## src/rtl/lcd_record_scheduler.sv

```systemverilog
// lcd_record_scheduler: queues lap snapshots and feeds them to lcd_bridge one
// at a time over an insert/busy handshake; clear requests flush the queue and
// are sequenced to the LCD after any record already in flight.
module lcd_record_scheduler #(
  parameter int DEPTH       = 4,
  parameter int REC_W       = 32,
  parameter int ACK_TIMEOUT = 15
) (
  input  logic                     clock,
  input  logic                     reset_n,
  input  logic                     lap_req,
  input  logic                     clear_req,
  input  logic [REC_W-1:0]         record_in,
  input  logic                     lcd_busy,
  output logic                     lcd_insert,
  output logic [REC_W-1:0]         lcd_record,
  output logic                     lcd_clear,
  output logic [$clog2(DEPTH):0]   count,
  output logic                     full,
  output logic                     overflow,
  output logic                     sched_busy
);

  localparam int AW = $clog2(DEPTH);
  localparam int CW = AW + 1;
  // Last timer value seen while waiting for busy before giving up on the ack
  localparam logic [3:0] ACK_LAST = 4'(ACK_TIMEOUT - 1);

  typedef enum logic [1:0] {
    IDLE,
    WAIT_ACK,
    WAIT_DONE,
    GAP
  } state_t;

  state_t            state_q;
  logic [3:0]        timer_q;
  logic [AW-1:0]     wrPtr_q, wrPtr_d;
  logic [AW-1:0]     rdPtr_q, rdPtr_d;
  logic [CW-1:0]     count_q, count_d;
  logic              overflow_q, overflow_d;
  logic              pendingClear_q, pendingClear_d;
  logic              lcdInsert_q;
  logic              lcdClear_q;
  logic [REC_W-1:0]  lcdRecord_q;
  logic [REC_W-1:0]  mem_q [DEPTH];

  logic              isFull;
  logic              pushOk;
  logic              issueClear;
  logic              issueInsert;
  logic [REC_W-1:0]  headData;

  // Queue bookkeeping: push/pop decisions and next pointer/count/flag values.
  // An empty queue forwards record_in straight through so a lap reaches the
  // LCD on the very next cycle; a clear wipes everything including that lap.
  always_comb begin
    isFull      = (count_q == CW'(DEPTH));
    pushOk      = lap_req && !clear_req && !isFull;
    issueClear  = (state_q == IDLE) && pendingClear_q && !lcd_busy;
    issueInsert = (state_q == IDLE) && !pendingClear_q && !clear_req && !lcd_busy &&
                  ((count_q != '0) || pushOk);
    headData    = (count_q == '0) ? record_in : mem_q[rdPtr_q];

    wrPtr_d        = wrPtr_q;
    rdPtr_d        = rdPtr_q;
    count_d        = count_q;
    overflow_d     = overflow_q;
    pendingClear_d = pendingClear_q;

    if (clear_req) begin
      wrPtr_d        = '0;
      rdPtr_d        = '0;
      count_d        = '0;
      overflow_d     = 1'b0;
      pendingClear_d = 1'b1;
    end else begin
      if (pushOk) wrPtr_d = wrPtr_q + AW'(1);
      if (issueInsert) rdPtr_d = rdPtr_q + AW'(1);
      count_d = count_q + CW'(pushOk) - CW'(issueInsert);
      if (lap_req && isFull) overflow_d = 1'b1;
      if (issueClear) pendingClear_d = 1'b0;
    end
  end

  // Record storage; contents need no reset because count guards every read.
  always_ff @(posedge clock) begin
    if (pushOk) mem_q[wrPtr_q] <= record_in;
  end

  // Register the queue pointers, occupancy and sticky flags.
  always_ff @(posedge clock or negedge reset_n) begin
    if (!reset_n) begin
      wrPtr_q        <= '0;
      rdPtr_q        <= '0;
      count_q        <= '0;
      overflow_q     <= 1'b0;
      pendingClear_q <= 1'b0;
    end else begin
      wrPtr_q        <= wrPtr_d;
      rdPtr_q        <= rdPtr_d;
      count_q        <= count_d;
      overflow_q     <= overflow_d;
      pendingClear_q <= pendingClear_d;
    end
  end

  // Command sequencer: issue a clear or insert, wait for the bridge to take it
  // (or time out), wait for it to finish, then leave one quiet cycle.
  always_ff @(posedge clock or negedge reset_n) begin
    if (!reset_n) begin
      state_q     <= IDLE;
      timer_q     <= '0;
      lcdInsert_q <= 1'b0;
      lcdClear_q  <= 1'b0;
      lcdRecord_q <= '0;
    end else begin
      lcdInsert_q <= 1'b0;
      lcdClear_q  <= 1'b0;
      case (state_q)
        IDLE: begin
          if (issueClear) begin
            lcdClear_q <= 1'b1;
            timer_q    <= '0;
            state_q    <= WAIT_ACK;
          end else if (issueInsert) begin
            lcdInsert_q <= 1'b1;
            lcdRecord_q <= headData;
            timer_q     <= '0;
            state_q     <= WAIT_ACK;
          end
        end
        WAIT_ACK: begin
          if (lcd_busy) begin
            state_q <= WAIT_DONE;
          end else if (timer_q == ACK_LAST) begin
            state_q <= IDLE;
          end else begin
            timer_q <= timer_q + 4'd1;
          end
        end
        WAIT_DONE: begin
          if (!lcd_busy) state_q <= GAP;
        end
        GAP: begin
          state_q <= IDLE;
        end
        default: state_q <= IDLE;
      endcase
    end
  end

  assign lcd_insert = lcdInsert_q;
  assign lcd_clear  = lcdClear_q;
  assign lcd_record = lcdRecord_q;
  assign count      = count_q;
  assign full       = isFull;
  assign overflow   = overflow_q;
  assign sched_busy = (state_q != IDLE) || (count_q != '0);

endmodule

```

## config.mk

```make
export PLATFORM = sky130hd
export DESIGN_NAME = lcd_record_scheduler
export DESIGN_NICKNAME = d
export VERILOG_FILES = /design/src/rtl/lcd_record_scheduler.sv
export SDC_FILE = /design/constraint.sdc
export NUM_CORES = 1
export LEC_CHECK = 0
export CORE_ASPECT_RATIO = 1.75
export CORE_UTILIZATION = 55
export CTS_CLUSTER_SIZE = 20
export DETAILED_ROUTE_END_ITERATION = 10
export DONT_BUFFER_PORTS = 1
export GPL_ROUTABILITY_DRIVEN = 0
export MAX_ROUTING_LAYER = met4
export PLACE_DENSITY = 0.7
export SYNTH_ARGS = -nofsm -noshare
export SYNTH_HDL_FRONTEND = slang
export SYNTH_SLANG_ARGS = --single-unit
```

## constraint.sdc

```tcl
create_clock -name clock -period 7.2 [get_ports clock]
set_clock_uncertainty 0.05 [all_clocks]
set_input_delay 1.44 -clock clock [delete_from_list [all_inputs] [get_ports clock]]
set_output_delay 1.44 -clock clock [all_outputs]
set_load 0.02 [all_outputs]
```

After elaboration in Yosys (flattened, before gate mapping)
Memory sizes are Yosys's and may differ from the RTL's. Index checks and enable logic that the tools add are counted. Widths: inputs -> output; s select.

Equality and inequality tests: 10. Div/mod/pow operators: 0. Magnitude comparators: 0. Reduce and logical (&&, ||, !) cells: 27. Multiplexer cells: 28. Bitwise gates (word level): 1. Multipliers: 0. Add/sub/neg operators: 5. Shift operators: 0.

Operator list (number): $mux 32 (1); $mux 2 (9); $mux 4 (4); $reduce_bool 2->1 (6); $mux 1 (11); $logic_and 1x1->1 (9); $pmux 2 s4 (1); $pmux 4 s2 (1); $ne 2x2->1 const B (3); $ne 3x3->1 const B (2); $reduce_and 3->1 (2); $add 2x1->2 const B (2); $add 4x1->4 const B (1); $eq 2x2->1 const B (2); $eq 4x4->1 const B (1); $logic_not 1->1 (4); $reduce_and 4->1 (1); $add 3x1->3 (1); $eq 3x3->1 const B (1); $logic_not 3->1 (1); $mux 3 (1); $reduce_bool 3->1 (1); $sub 3x1->3 (1); $eq 2x1->1 const B (1); other kinds (3) (4).

Memory bits (read-only): 0. Memories: 1. Logic and storage cells: 82. Output and inout bits: 40. Memory bits (writable): 128. Bits in latches: 0. Register bits: 49. Input port bits: 37.

Memories: mem_q (words 4, bits a word 32, read ports 1, clocked after memory_dff 0, write ports 1, line 46) `logic [REC_W-1:0] mem_q [DEPTH];`.

Logic depth before layout (Yosys ltp)
Gate-level depths: netlist of run 1.

Word-level depth: 8. Gate-level depth with buffers: 11. Depth with buffers taken out: 10.

Worst setup path before layout of run 1
Ideal clock, no wire load.

Path type: input -> register. From: in lcd_busy. To: reg count_q[2] (netlist: count[2]). Buffers on the path: 2. Stages: 11. Required time: 7.018 ns. Path slack: 3.464 ns. Data arrival time: 3.555 ns. Cells stage by stage: buf_6 or4_4 nor3_4 buf_6 ha_1 inv_1 ha_1 inv_1 fa_1 xnor2_1 nor2_1.

Longest elaborated chain between the ends: 5.

RTL lines: start, declared (line 14) `input logic lcd_busy,`; $logic_not 1->1; $logic_and 1x1->1 (2 in series) (line 61) `issueInsert = (state_q == IDLE) && !pendingClear_q && !clear_req && !lcd_busy &&`; $sub 3x1->3 (line 80) `count_d = count_q + CW'(pushOk) - CW'(issueInsert);`; $mux 3 (line 71) `if (clear_req) begin`; via count_d[2] (line 40) `logic [CW-1:0] count_q, count_d;`; end signal, assigned (line 102) `count_q <= count_d;`; end, declared (line 40).

The timed path passes the listed nets, and every way through them passes these cells. A chain may end at the register's enable or synchronous reset.

Final worst setup path of run 1
From: reg count_q[1] (netlist: count[1]). To: out sched_busy.

Longest elaborated chain between the ends: 2.

RTL lines: $reduce_bool 3->1 (line 159) `assign sched_busy = (state_q != IDLE) || (count_q != '0);`; $logic_or 1x1->1 (line 159); end, declared (line 21) `output logic sched_busy`.

No other way between the ends.

==> results.toml, run 1 <==
[hold_path]
hp-class = "reg -> reg"
holdPathStages = 2
hold_path_end = "timer_q[3]"
min_from = "timer_q[3]"

[sta]
fin_crit_sh_pct = 52.7
slew_viol_final = 0
grt_setup_unrepaired = "no"
fin_setup_tns_ns = 0
worst_slew_pin_slew_ns = 1.15
period_minus_slack_ns = 3.79
fin_ws_ns = 3.41
finalHoldViolCount = 0
max_slew_margin_pct = 22.6
setup_viol = 0
max_freq_mhz = 264

[power_and_ir_drop]
finalPower_mw = 2.73
power-per-cell-area_nw_per_um2 = 345
p_leak_nw = 2.71
irDropWorstVdd_mv = 0.235

[worst_setup_path]
rr_startpoint = "count[2]"
startpoint_type = "flip-flop"
r2r-end = "count[2]"
rrSetupSlack_ns = 4.11
end_kind = "output port"
timing.critical_path.arrival_ns = 2.30
cp.required_ns = 5.71
worstPathMaxFanout = 33
ff2ff_path_depth = 10
critPathKind = "reg -> out"

[detailed_routing]
drtAntennaViolNets = 0
wire_per_inst_um = 23.4
via_per_inst = 6.33
drt-total-wl_mm = 13.9
m1WireLength_mm = 5.33
wl_met2_mm = 7.61
drt_pass1_iterations = 7
remaining_drc_errors = 0
vias = 3766
drt_iter0_markers = 265
wl_met3_um = 708
top_layer_used = "met4"

[clock_tree]
htree_num_levels = 4
clkSinkCount = 177
cts_resized = 0
clkTransAtPathRegs_ns = 0.06
cts_hold_buf = 0
cts_tree = "built"
clockRootBuffer = "clkbuf_16"
postCtsSetupRepairBufs = 0
insertion_delay_ns = 0.41
clockBufferDepth = 2
cts_inserted_buffers = 17

[synthesis]
syn-num-nets = 463
ys_seq_area_share_pct = 70.2
ys_ff_latch = 177
post_synth.cell_area_avg_um2 = 17.3
synth.largest_area_cell = "edfxtp_1"
ys.flop_type = "edfxtp_1"
synth_cells = 417
async_flop_share_pct = 27.7
synth.area.top_cells = "edfxtp_1, dfrtp_1, mux4_2, mux2i_1, a31oi_1"
yosysTopAreaCellShare_pct = 53.3
synth_warnings = 0
synth_edf_count = 128
syn_area_um2 = 7220
yosysUniqueCellTypes = 41

[finish]
syn2layout_area_growth_pct = 9.66
final_cell_mix = "edfxtp_1, dfrtp_1, mux2i_1, a31oi_1, mux4_2"
antenna_cells = 0
drive_above_1_share_pct = 19.3
finalNetCount = 457
fillers = 924
final_area_um2 = 7920
stdcell_count = 595
final_common_cell = "edfxtp_1"

[grt]
antenna_found_initial = 0
grt_max_degree = 50
grt_pass1_vias = 3938
grt_pass1_wl_mm = 21.6
grt_use_total_pct = 22.9
grt_overflow = 0

[floorplan]
coreArea_um2 = 12900
dieArea_um2 = 13600
num_rows = 55
io_pins = 77
die_y_um = 154
start_util_pct = 56.1
fp.dieW_um = 88.6

[placed_design]
dp.cells = 563
hpwl_mm = 8.00
placed_area_um2 = 7330
port_buffers = 0
pre_cts_slack_ns = 3.34

[job]
max_cap_violations = 0

[outcome]
status = "completed"
## routing by layer
layer  track usage [%]  up-vias
li1                  -     1642
met3              5.58       19
met5                 -        -
met4              10.3        0
met1              27.3     1994
met2              36.7      111
## flip-flops by register name, indices dropped and copies added, names as in the netlist, named ones only
| signal | flops |
|---|---|
| lcd_clear | 1 |
| timer_q | 4 |
| wrPtr_q | 2 |
| rdPtr_q | 2 |
| lcd_insert | 1 |
| overflow | 1 |
| pendingClear_q | 1 |
| state_q | 1 |
| mem_q | 128 |
| lcd_record | 32 |
| count | 3 |
## report_power, final
group	switching [mW]	internal [mW]
logic	0.215	0.159
clock network	0.366	0.526
registers	0.226	1.24
total	0.807	1.92
## critical path, stage by stage, from the launching register on
cell and delay (ns):
dfrtp_1 0.52, or3_2 0.53, buf_4 0.34, or3_1 0.49
## synth_stat cells (all sizes together) (3+ instances only)
library cell and instances:
and2 5, mux2i 34, dfrtp 49, nor2 7
edfxtp 128, a21oi 35, or3 4, clkbuf 16
mux4 32, o21ai 4, o31ai 3, a31oi 33
or4 4, inv 13, ha 8, nor3 5
buf 14
## worst max-delay path by stage
stage,from,to,slack (ns)
3_3_place_gp,lcd_busy,count[2],3.41
2_1_floorplan,lcd_busy,count[2],3.46
5_1_grt,count[1],sched_busy,3.31
4_1_cts,count[1],sched_busy,3.37
3_5_place_dp,lcd_busy,count[2],3.34
6_report,count[1],sched_busy,3.41
## kinds of logic (layout without fill, tap and decap cells)
| group | count (synthesis) | after routing | share of synthesized area, % |
|---|---|---|---|
| compound gates | 84 | 84 | 7.12 |
| mux | 67 | 67 | 14.9 |
| flops | 177 | 177 | 70.2 |
| simple gates | 34 | 34 | 3.02 |
| buf+inv | 44 | 51 | 2.86 |
| xor+xnor | 2 | 2 | 0.243 |
| fa+ha+maj | 9 | 9 | 1.66 |
## stage by stage
| stage | utilization (%) | hold WS, ns |
|---|---|---|
| after floorplan | - | 0.487 |
| after global placement | 57.0 | 0.510 |
| after detailed placement | 57.0 | 0.522 |
| after CTS | 61.5 | 0.541 |
| after global routing | 61.5 | 0.569 |
| final | 61.5 | 0.534 |
## layout make-up
class | instances | area [µm²] | area share (%)
clock buffers | 25 | 507 | 6.40
flip-flops and latches | 177 | 5070 | 64.1
clock inverters | 7 | 75.1 | 0.948
repair buffers | 5 | 37.5 | 0.474
well taps | 171 | 214 | 2.70
multi-input cells | 196 | 1960 | 24.7
inverters | 14 | 52.6 | 0.664
No activity file was read; power rests on OpenSTA's default activity.
==> run 2: changes to the inputs <==
==> constraint.sdc (replaced) <==
create_clock -name clock -period 3.9 [get_ports clock]
set_clock_uncertainty 0.05 [all_clocks]
set_input_delay 0.78 -clock clock [delete_from_list [all_inputs] [get_ports clock]]
set_output_delay 0.78 -clock clock [all_outputs]
set_load 0.02 [all_outputs]
==> results.toml, run 2 (synthesis gave the netlist of run 1 again) <==
[outcome]
status = "completed"

[finish]
antenna_cells = 0
finalNetCount = 459
post-route-util_pct = 61.6
largest_register_ffs = 128
regMostFlops = "mem_q"
syn2layout_area_growth_pct = 9.81
drive_above_1_share_pct = 20.2
stdcell_count = 597
final_cell_mix = "edfxtp_1, dfrtp_1, mux2i_1, a31oi_1, mux4_2"
final_common_cell = "edfxtp_1"

[clock_tree]
clockBufferDepth = 2
cts_inserted_buffers = 17
cts_tree = "built"
clkTransAtPathRegs_ns = 0.07
clkSinkCount = 177
insertion_delay_ns = 0.42
clockRootBuffer = "clkbuf_16"
htree_num_levels = 4
postCtsSetupRepairBufs = 0

[power_and_ir_drop]
combinationalPowerShare_pct = 14.0
clock_power_share_pct = 31.9
irDropWorstVdd_mv = 0.321
power-per-cell-area_nw_per_um2 = 632
finalPower_mw = 5.01
p_switching_mw = 1.54
p_leak_nw = 2.72
pwr-share-seq_pct = 54.0
swShare_pct = 30.8
p_int_mw = 3.47

[worst_setup_path]
startpoint_type = "flip-flop"
critPathKind = "reg -> out"
worstPathMaxFanout = 33
timing.critical_path.arrival_ns = 2.30
end_kind = "output port"
cp.required_ns = 3.07

[sta]
slew_viol_final = 0
grt_setup_unrepaired = "no"
fin_crit_sh_pct = 80.2
finalHoldViolCount = 0
period_minus_slack_ns = 3.13
worst_slew_pin_slew_ns = 1.17
setup_viol = 0
max_freq_mhz = 320
max_slew_margin_pct = 21.4
whs_ns = 0.169
fin_setup_tns_ns = 0

[detailed_routing]
m1WireLength_mm = 5.28
remaining_drc_errors = 0
drtAntennaViolNets = 0
drt_pass1_iterations = 4
drt_iter0_markers = 207
wl_met3_um = 875
wire_per_inst_um = 23.8
drt-total-wl_mm = 14.2
wl_met2_mm = 7.88
top_layer_used = "met4"
via_per_inst = 6.28
vias = 3749

[grt]
grt_pass1_vias = 4011
grt_pass1_wl_mm = 22.0
grt_overflow = 0
antenna_found_initial = 0
grt_max_degree = 50
grt_use_total_pct = 23.2

[floorplan]
fp.dieW_um = 88.6
coreArea_um2 = 12900
dieArea_um2 = 13600
io_pins = 77
start_util_pct = 56.1
die_y_um = 154
num_rows = 55

[placed_design]
port_buffers = 0
dp.cells = 564
hpwl_mm = 8.20

[job]
max_cap_violations = 0

[hold_path]
hp-class = "in -> async"
==> run 2: layout make-up <==
class,count,area [µm²]
well taps,171,214
multi-input cells,196,1960
clock buffers,17,425
flip-flops and latches,177,5070
repair buffers,7,72.6
clock inverters,15,133
inverters,14,52.6
fillers,926,4940
==> run 2: metrics by stage <==
step / worst slack, ns / instance area, µm²
6_report: 0.772 / 7930
5_1_grt: 0.661 / 7930
4_1_cts: 0.740 / 7930
3_5_place_dp: 1.05 / 7340
3_3_place_gp: 1.10 / 7340
2_1_floorplan: 0.824 / 7220
==> run 2: metal layers <==
layer	up-vias	track usage [%]
met5	-	-
met4	0	8.29
met3	13	6.76
met2	107	38.6
met1	1977	26.2
li1	1652	-
==> run 2: path summary, 6_finish.rpt <==
check                                 endpoint        from  cells after the start  slack (ns)
worst max-delay path                sched_busy    count[1]                      3        0.77
worst min-delay path            lcd_record[13]     reset_n                      1        0.17
worst max register to register        count[2]    count[1]                      9        1.17
worst min register to register      timer_q[3]  timer_q[3]                      2        0.54
max in group asynchronous           rdPtr_q[0]     reset_n                      1        3.38
min in group clock                  rdPtr_q[0]   clear_req                      1        0.38
==> run 2: critical path: stages, from the launching register on <==
cell and delay [ns]:
dfrtp_1 0.53, or3_2 0.52, buf_4 0.34, or3_1 0.49
==> run 2: power by group through the flow <==
stage | Clock (mW) | Combinational [mW] | Sequential (mW)
floorplan | 0 | 0.584 | 2.65
global placement | 0 | 0.664 | 2.73
detailed placement | 0 | 0.690 | 2.75
CTS | 1.62 | 0.710 | 2.71
global route | 1.69 | 0.777 | 2.74
finish | 1.60 | 0.702 | 2.70
==> run 2: timing repair <==
| item | in CTS | in global routing |
|---|---|---|
| hold endpoints to repair | 49 | 0 |
| hold buffers | 1 | 0 |
| resized for setup | 0 | 0 |
